--- config.mk ---
export PLATFORM = sky130hd
export DESIGN_NAME = fetch_pc_controller
export DESIGN_NICKNAME = d
export VERILOG_FILES = /design/src/rtl/fetch_pc_controller_pkg.sv /design/src/rtl/fetch_pc_controller.sv
export SDC_FILE = /design/constraint.sdc
export NUM_CORES = 1
export LEC_CHECK = 0
export CORE_MARGIN = 10
export CORE_UTILIZATION = 40
export CTS_CLUSTER_SIZE = 20
export DETAILED_ROUTE_END_ITERATION = 7
export HOLD_SLACK_MARGIN = 0.12
export PLACE_DENSITY_LB_ADDON = 0.25
export SETUP_SLACK_MARGIN = 0.4
export SLEW_MARGIN = 20
export SYNTH_ARGS = -nofsm -noshare
export SYNTH_HDL_FRONTEND = slang
export SYNTH_SLANG_ARGS = --single-unit
--- constraint.sdc ---
create_clock -name clk_i -period 2.11 [get_ports clk_i]
set_input_delay 0.422 -clock clk_i [delete_from_list [all_inputs] [get_ports clk_i]]
set_output_delay 0.422 -clock clk_i [all_outputs]
set_load 0.005 [all_outputs]
--- src/rtl/fetch_pc_controller_pkg.sv ---
// Shared definitions for the fetch PC controller: address width, FSM state
// type and word-alignment helper.
package fetch_pc_controller_pkg;

  localparam int DATA_WIDTH = 32;

  typedef enum logic {
    RUN     = 1'b0,
    PENDING = 1'b1
  } pc_state_e;

  // Clears the byte-offset bits so every fetch address is word aligned.
  function automatic logic [DATA_WIDTH-1:0] word_align(input logic [DATA_WIDTH-1:0] addr);
    return {addr[DATA_WIDTH-1:2], 2'b00};
  endfunction

endpackage

--- src/rtl/fetch_pc_controller.sv ---
// Fetch-stage program counter: sequential increment, prioritised ex/id
// redirects, and holding of a redirect that arrives while the pipe is stalled.
module fetch_pc_controller
  import fetch_pc_controller_pkg::*;
#(
  parameter logic [DATA_WIDTH-1:0] RESET_PC = 32'h0000_0000
) (
  input  logic                  clk_i,
  input  logic                  rst_i,
  input  logic                  stall_i,
  input  logic                  id_redirect_i,
  input  logic [DATA_WIDTH-1:0] id_target_i,
  input  logic                  ex_redirect_i,
  input  logic [DATA_WIDTH-1:0] ex_target_i,
  output logic [DATA_WIDTH-1:0] pc_o,
  output logic [DATA_WIDTH-1:0] pc_plus4_o,
  output logic                  if_id_flush_o,
  output logic                  target_misaligned_o,
  output logic                  pending_o
);

  localparam logic [DATA_WIDTH-1:0] PC_STEP = DATA_WIDTH'(4);

  pc_state_e             state_q, state_d;
  logic [DATA_WIDTH-1:0] pc_q, pc_d;
  logic [DATA_WIDTH-1:0] pend_addr_q, pend_addr_d;
  logic                  misaligned_q, misaligned_d;

  logic                  incoming_valid;
  logic [DATA_WIDTH-1:0] incoming_target;
  logic [DATA_WIDTH-1:0] load_target;
  logic                  load_en;

  // The execute stage is older in program order, so its redirect wins.
  assign incoming_valid  = ex_redirect_i | id_redirect_i;
  assign incoming_target = ex_redirect_i ? ex_target_i : id_target_i;

  assign load_en     = !stall_i && (incoming_valid || (state_q == PENDING));
  assign load_target = incoming_valid ? incoming_target : pend_addr_q;

  always_comb begin
    state_d      = state_q;
    pc_d         = pc_q;
    pend_addr_d  = pend_addr_q;
    misaligned_d = 1'b0;

    if (stall_i) begin
      if (incoming_valid) begin
        pend_addr_d = incoming_target;
        state_d     = PENDING;
      end
    end else if (load_en) begin
      pc_d         = word_align(load_target);
      misaligned_d = |load_target[1:0];
      state_d      = RUN;
    end else begin
      pc_d = pc_q + PC_STEP;
    end
  end

  always_ff @(posedge clk_i or posedge rst_i) begin
    if (rst_i) begin
      state_q      <= RUN;
      pc_q         <= RESET_PC;
      pend_addr_q  <= '0;
      misaligned_q <= 1'b0;
    end else begin
      state_q      <= state_d;
      pc_q         <= pc_d;
      pend_addr_q  <= pend_addr_d;
      misaligned_q <= misaligned_d;
    end
  end

  assign pc_o                = pc_q;
  assign pc_plus4_o          = pc_q + PC_STEP;
  // Gated by reset so the IF/ID register is never killed while held in reset.
  assign if_id_flush_o       = load_en && !rst_i;
  assign target_misaligned_o = misaligned_q;
  assign pending_o           = (state_q == PENDING);

endmodule

==> impl_results.md, run 1 <==
- Status: complete, but fails checks
- Failing checks: negative setup slack
- Row count: 38
- TritonRoute pass-1 iters: 5
- DRC: 0
- Clk pwr share: 24.2%
- CP Buf/Inv Count: 2
- Yosys warns: 0
- Rel. slew slack: 55.5%
- R2R Path End: pc_o[21]
- Vias in the first global route: 5490
- DP Worst Slack: -497 ps
- Mean Syn Cell Area: 8.93 µm²
- Sequential share of power: 33.3%
- Ranking of synthesized cells by area: dfrtp_1 36%, mux2i_1 7.9%, mux2_2 7.9%, nand2_1 5.1%, o21ai_0 4.7%
- Number of I/O port buffers: 131
- Total length of routed wires: 19.6 mm
- Hold Path Cell Cnt: 1
- Asr flop ratio synth: 100%
- Synth cell types: 56
- Starting density of the core: 40.9%
- Post-cts hold buffer count: 0
- Number of flops mapped to enable cells by yosys: 0
- Leak: 3.72 nW
- Hold Crit Class: reg2reg
- R2r setup slk: -110 ps
- Top FF cell, synth: dfrtp_1
- Routability Congestion: 0.905
- Critical Path RT: 1690 ps
- Commonest cells post-synth: 64 x dfrtp_1, 60 x nand2_1, 42 x o21ai_0, 35 x mux2i_1, 31 x mux2_2
- Slowest stage delay, CP: 410 ps
- Clock Skew: 12.8 ps
- I/O pins: 136
- Vias post-DR: 5350
- WP data arrival: 2250 ps
- CTS H-tree depth: 3
- HP Start: pend_addr_q[10]
- Global-route wire length before repair: 28.8 mm
- Final HPWL DP: 11.9 mm
- Grt total ovfl: 0
- Ant diodes: 0
- Slew Limit Fails: 0
- Antenna-violating nets left: 0
- Reg-to-Reg Start: pc_o[13]
- CTS tree: done
- Net count, final: 861
- Clock tree root buffer cell: clkbuf_8
- Cell family with most CP delay: simple AND/OR/NAND/NOR gates
- Area Overhead vs Synth: 84.1%
- Mapped Cells: 497
- Levels on crit path: 7
- Slowest CP cell: dfrtp_1
- Tot GR Track Use: 22.1%
- RSZ-0062 raised after global routing: true
- TritonCTS buffer count: 9
- Power Dens Cells: 571 nW/µm²
- Clock buffer depth: 2
- Actual slew at the worst max-slew pin: 660 ps
- Min cycle time layout: 2670 ps
- Worst setup EP type: output port
- Yosys top cell by area: dfrtp_1
- MaxCap Viol Count: 0
- Setup Crit Path Kind: reg2out
- Endpoint, Worst Hold: pend_addr_q[10]
- Comb pwr share: 42.5%
- Initial antenna violation count: 0
- Switching Power: 0.00158 W
- Fillers: 755
- Cell Chain, Critical Path: ha_4, nand4_1, or2_4, buf_6, or3_4, xnor2_2, buf_2
- Top cell type's share of synthesized area: 36.1%
- Initial DRC count: 516
- CP Launch Type: flip-flop
- Max Clk Rate: 374 MHz
- Pint: 0.00308 W
- Clock sinks: 64
- Pwr Total: 0.00467 W
- Sequential area share after synthesis: 36.1%
- Reg clk slew, reported paths: 80 ps
- Worst ir drop on vdd: 334 µV
- Worst-path fanout max: 3
- R2R cell count: 14
- Clk Latency, worst-skew pair: 350 ps
- Die area: 15700 µm²
- Setup WS post-layout: -562 ps
- Core area: 10800 µm²
- Count of final hold-check violations: 0
- Tcrit/Tclk final: 127%
- Layout cells sized above 1: 49.1%
- Via-to-Cell Ratio: 5.72
- Die H: 125 µm
- DR WL/cell: 20.9 µm
- Die W: 125 µm
- Sw Share: 33.9%
- Yosys reg bits: 64
- Final setup fails: 29
- Most frequent cell after synthesis: dfrtp_1
- Pin count of the biggest net entering global routing: 67
- Mapped Area: 4440 µm²
[cell families after synthesis]
family / count (synthesis) / share of synthesized area, %
muxes: 66 / 15.8
DFF: 64 / 36.1
adders and majority gates: 1 / 0.282
buffers and inverters: 57 / 5.72
xor gates and xnor gates: 28 / 5.53
AOI/OAI and AO/OA: 108 / 15.8
other: 1 / 0.0845
and+or+nand+nor: 172 / 20.7
[cell usage in the layout, fill, tap and decap left out, drive strengths merged, types with 4 or more instances in the layout]
cell / n
a211oi: 4
and3: 10
dlygate4sd2: 7
mux2i: 35
clkdlybuf4s50: 66
a21oi: 11
nand2: 60
o311ai: 5
mux2: 31
xor2: 10
nor4: 10
buf: 237
o211ai: 11
nand3: 20
clkbuf: 28
or3: 10
clkdlybuf4s15: 5
dfrtp: 64
a22oi: 17
conb: 4
o21ai: 42
inv: 4
nand4: 15
xnor2: 18
nor2: 14
nor3: 15
[metrics by stage]
stage | util [%] | std cells | hold slack [ps] | cell area (µm²) | TNS [ps]
detailed placement | 61.3 | 824 | 481 | 6650 | -7470
global route | 75.4 | 936 | 524 | 8170 | -12560
finish | 75.4 | 936 | 509 | 8170 | -10610
floorplan | - | 500 | 452 | 4690 | -64.8
global placement | 61.3 | 824 | 471 | 6650 | -7130
CTS | 72.3 | 915 | 500 | 7840 | -7990
[worst max-delay path by stage]
stage / from / end
after floorplan: pc_o[3] / pc_plus4_o[26]
after global placement: pc_o[3] / pc_plus4_o[27]
after detailed placement: pc_o[3] / pc_plus4_o[27]
after CTS: pc_o[13] / pc_plus4_o[17]
after global routing: pc_o[3] / pc_plus4_o[26]
final: pc_o[3] / pc_plus4_o[26]
[power groups by stage]
stage | Sequential (W) | Combinational, W | Clock [W]
floorplan | 0.00158 | 0.000725 | 0
global placement | 0.00156 | 0.00160 | 0
detailed placement | 0.00157 | 0.00162 | 0
CTS | 0.00154 | 0.00181 | 0.00111
global route | 0.00157 | 0.00211 | 0.00120
finish | 0.00155 | 0.00198 | 0.00113
[routing by layer]
layer / vias up / global-route usage, % / share of wire [%]
met5: - / 0 / 0
met1: 2617 / 26.8 / 40
met4: 0 / 7.45 / 3.6
met3: 69 / 4.94 / 6.0
li1: 2415 / - / -
met2: 249 / 37.7 / 50
[registers in the layout, summed over array words and instances, names as in the netlist]
signal / count
target_misaligned_o: 1
pc_o: 30
pend_addr_q: 32
pending_o: 1
[cell type report]
| cell class | instances | area, µm² | share of cell area, % |
|---|---|---|---|
| clock inverter | 3 | 40.0 | 0.490 |
| inverter | 5 | 25.0 | 0.306 |
| multi-input combinational | 379 | 3230 | 39.5 |
| timing repair buffer | 332 | 2940 | 36.0 |
| clock buffer | 13 | 159 | 1.94 |
| tap | 140 | 175 | 2.14 |
| sequential | 64 | 1610 | 19.7 |
[timing repair]
action	in CTS	in global routing
gates cloned	1	0
buffers inserted	74	21
pin swaps	58	39
setup endpoints to repair	77	80
gates resized for setup	308	72
Note: power is estimated with default switching activity, not from simulation.
==> run 2: changes to the inputs <==
--- a/config.mk
+++ b/config.mk
@@ -5,6 +5,7 @@
 export SDC_FILE = /design/constraint.sdc
 export NUM_CORES = 1
 export LEC_CHECK = 0
+export CORE_ASPECT_RATIO = 1.1
 export CORE_MARGIN = 10
 export CORE_UTILIZATION = 40
 export CTS_CLUSTER_SIZE = 20
==> constraint.sdc (replaced) <==
create_clock -name clk_i -period 2.75 [get_ports clk_i]
set_input_delay 0.55 -clock clk_i [delete_from_list [all_inputs] [get_ports clk_i]]
set_output_delay 0.55 -clock clk_i [all_outputs]
set_load 0.005 [all_outputs]
==> run 2 against run 1 <==
Against the previous run:
- the run now ends clean
- wire length decreased by 13%
- combinational power is 38% lower
- clock power shrank 8%
- sequential power shrank 22%
- hold slack worse by 8.1 ps
==> impl_results.md, run 2 (synthesis gave the netlist of run 1 again) <==
- Worst ir drop on vdd: 338 µV
- HP Start: pend_addr_q[3]
- Ant diodes: 0
- Vias post-DR: 4779
- Routability Congestion: 0.917
- CP Launch Type: flip-flop
- CTS tree: done
- I/O pins: 136
- Final setup fails: 0
- Number of I/O port buffers: 131
- MaxCap Viol Count: 0
- Count of final hold-check violations: 0
- Clk Latency, worst-skew pair: 330 ps
- Largest register by flop count: pend_addr_q
- Critical Path RT: 2200 ps
- Reg clk slew, reported paths: 50 ps
- Clock sinks: 64
- Setup TNS: 0 ps
- Clock tree root buffer cell: clkbuf_16
- Actual slew at the worst max-slew pin: 561 ps
- DR WL/cell: 20.1 µm
- RSZ-0062 raised after global routing: true
- Clock Skew: 4.47 ps
- TritonRoute pass-1 iters: 4
- Die W: 120 µm
- Worst setup EP type: output port
- Core area: 10900 µm²
- Max FFs per register: 32
- Tcrit/Tclk final: 98.2%
- TritonCTS buffer count: 9
- Global-route wire length before repair: 25.7 mm
- Layout cells sized above 1: 33.0%
- Row count: 40
- Min cycle time layout: 2700 ps
- Total length of routed wires: 17.0 mm
- Power Dens Cells: 490 nW/µm²
- WP data arrival: 2150 ps
- CTS H-tree depth: 3
- Die H: 130 µm
- Pwr Total: 0.00348 W
- Initial DRC count: 444
- Area Overhead vs Synth: 60.3%
- Most common cell after layout, fill and taps aside: clkdlybuf4s50_1
- Reg-to-Reg Start: pc_o[2]
- Leak: 3.13 nW
- Hold Crit Class: reg2reg
- Vias in the first global route: 4969
- DRC: 0
- Setup crit start: pc_o[14]
- Slew Limit Fails: 0
- Most frequent cells in the layout: 102 x clkdlybuf4s50_1, 89 x buf_4, 62 x dfrtp_1
- Net count, final: 769
- Antenna-violating nets left: 0
- Final HPWL DP: 11.1 mm
- Via-to-Cell Ratio: 5.64
- Clock buffer depth: 2
- Tot GR Track Use: 20.3%
- Rel. slew slack: 62.2%
- Grt total ovfl: 0
- Pin count of the biggest net entering global routing: 65
- Initial antenna violation count: 1
- Status: finished, final reports clean
- Worst-path fanout max: 4
- Post-cts hold buffer count: 0
- Setup Crit Path Kind: reg2out
- Starting density of the core: 40.7%
- Max Clk Rate: 370 MHz
- Die area: 15700 µm²
-- run 2: cell types whose count changed in the layout (fill, tap and decap cells not counted), moves of 9 or more --
cell             delta
buf_2              -11
buf_4              -27
buf_6              -66
clkbuf_16           +9
clkbuf_2           -15
clkbuf_8            -9
clkdlybuf4s50_1    +36
-- run 2: worst paths after layout --
| kind | slack, ps | cells after the start | to |
|---|---|---|---|
| setup / recovery | 50 | 5 | pc_plus4_o[26] |
| hold / removal | 500 | 1 | pend_addr_q[3] |
| setup reg to reg | 660 | 10 | pc_o[20] |
| hold reg to reg | 500 | 1 | pend_addr_q[3] |
| max in group asynchronous | 1790 | 3 | pc_o[12] |
| min in group asynchronous | 640 | 3 | pend_addr_q[15] |
-- run 2: area by class of cell --
type	instances	area, µm²
Fill cell	867	3800
Multi-Input combinational cell	379	2930
Timing Repair Buffer	240	2120
Sequential cell	64	1600
Clock buffer	12	256
Tap cell	147	184
Inverter	5	18.8
Clock inverter	1	5.00
-- run 2: worst max-delay path, stage by stage, from the launching register on --
cell,delay (ps)
dfrtp_1,420
nand4_1,190
or4_4,480
or3_4,400
xnor2_2,170
buf_2,150
-- run 2: what timing repair did --
| action | in CTS | in global routing |
|---|---|---|
| hold endpoints to repair | 0 | 0 |
| cloned | 0 | 0 |
| setup buffers | 33 | 16 |
| setup endpoints to repair | 26 | 27 |
| gates resized for setup | 137 | 30 |
| pin swaps | 24 | 25 |
-- run 2: metal layers --
| layer | wire length (µm) | vias to the layer above | track usage (%) |
|---|---|---|---|
| met5 | 0 | - | 0 |
| met4 | 557 | 0 | 9.38 |
| met3 | 1260 | 43 | 5.11 |
| met2 | 8570 | 211 | 35.0 |
| met1 | 6640 | 2298 | 23.1 |
| li1 | - | 2227 | - |
-- run 2: power breakdown --
| group | switching, W | internal [W] | leakage (nW) | total, W |
|---|---|---|---|---|
| Combinational | 0.000567 | 0.000664 | 2.23 | 0.00123 |
| Sequential | 0.000122 | 0.00109 | 0.774 | 0.00121 |
| Clock | 0.000402 | 0.000643 | 0.130 | 0.00104 |
-- run 2: per-stage QoR --
stage          setup slack, ps  std cells  hold WS [ps]  area, µm²  util [%]
2_1_floorplan              410        500           452       4460         -
3_3_place_gp              30.1        786           481       6170      56.6
3_5_place_dp              1.92        786           495       6170      56.6
4_1_cts                   62.3        832           505       6890      63.2
5_1_grt                   1.95        848           508       7110      65.2
6_report                  49.5        848           501       7110      65.2
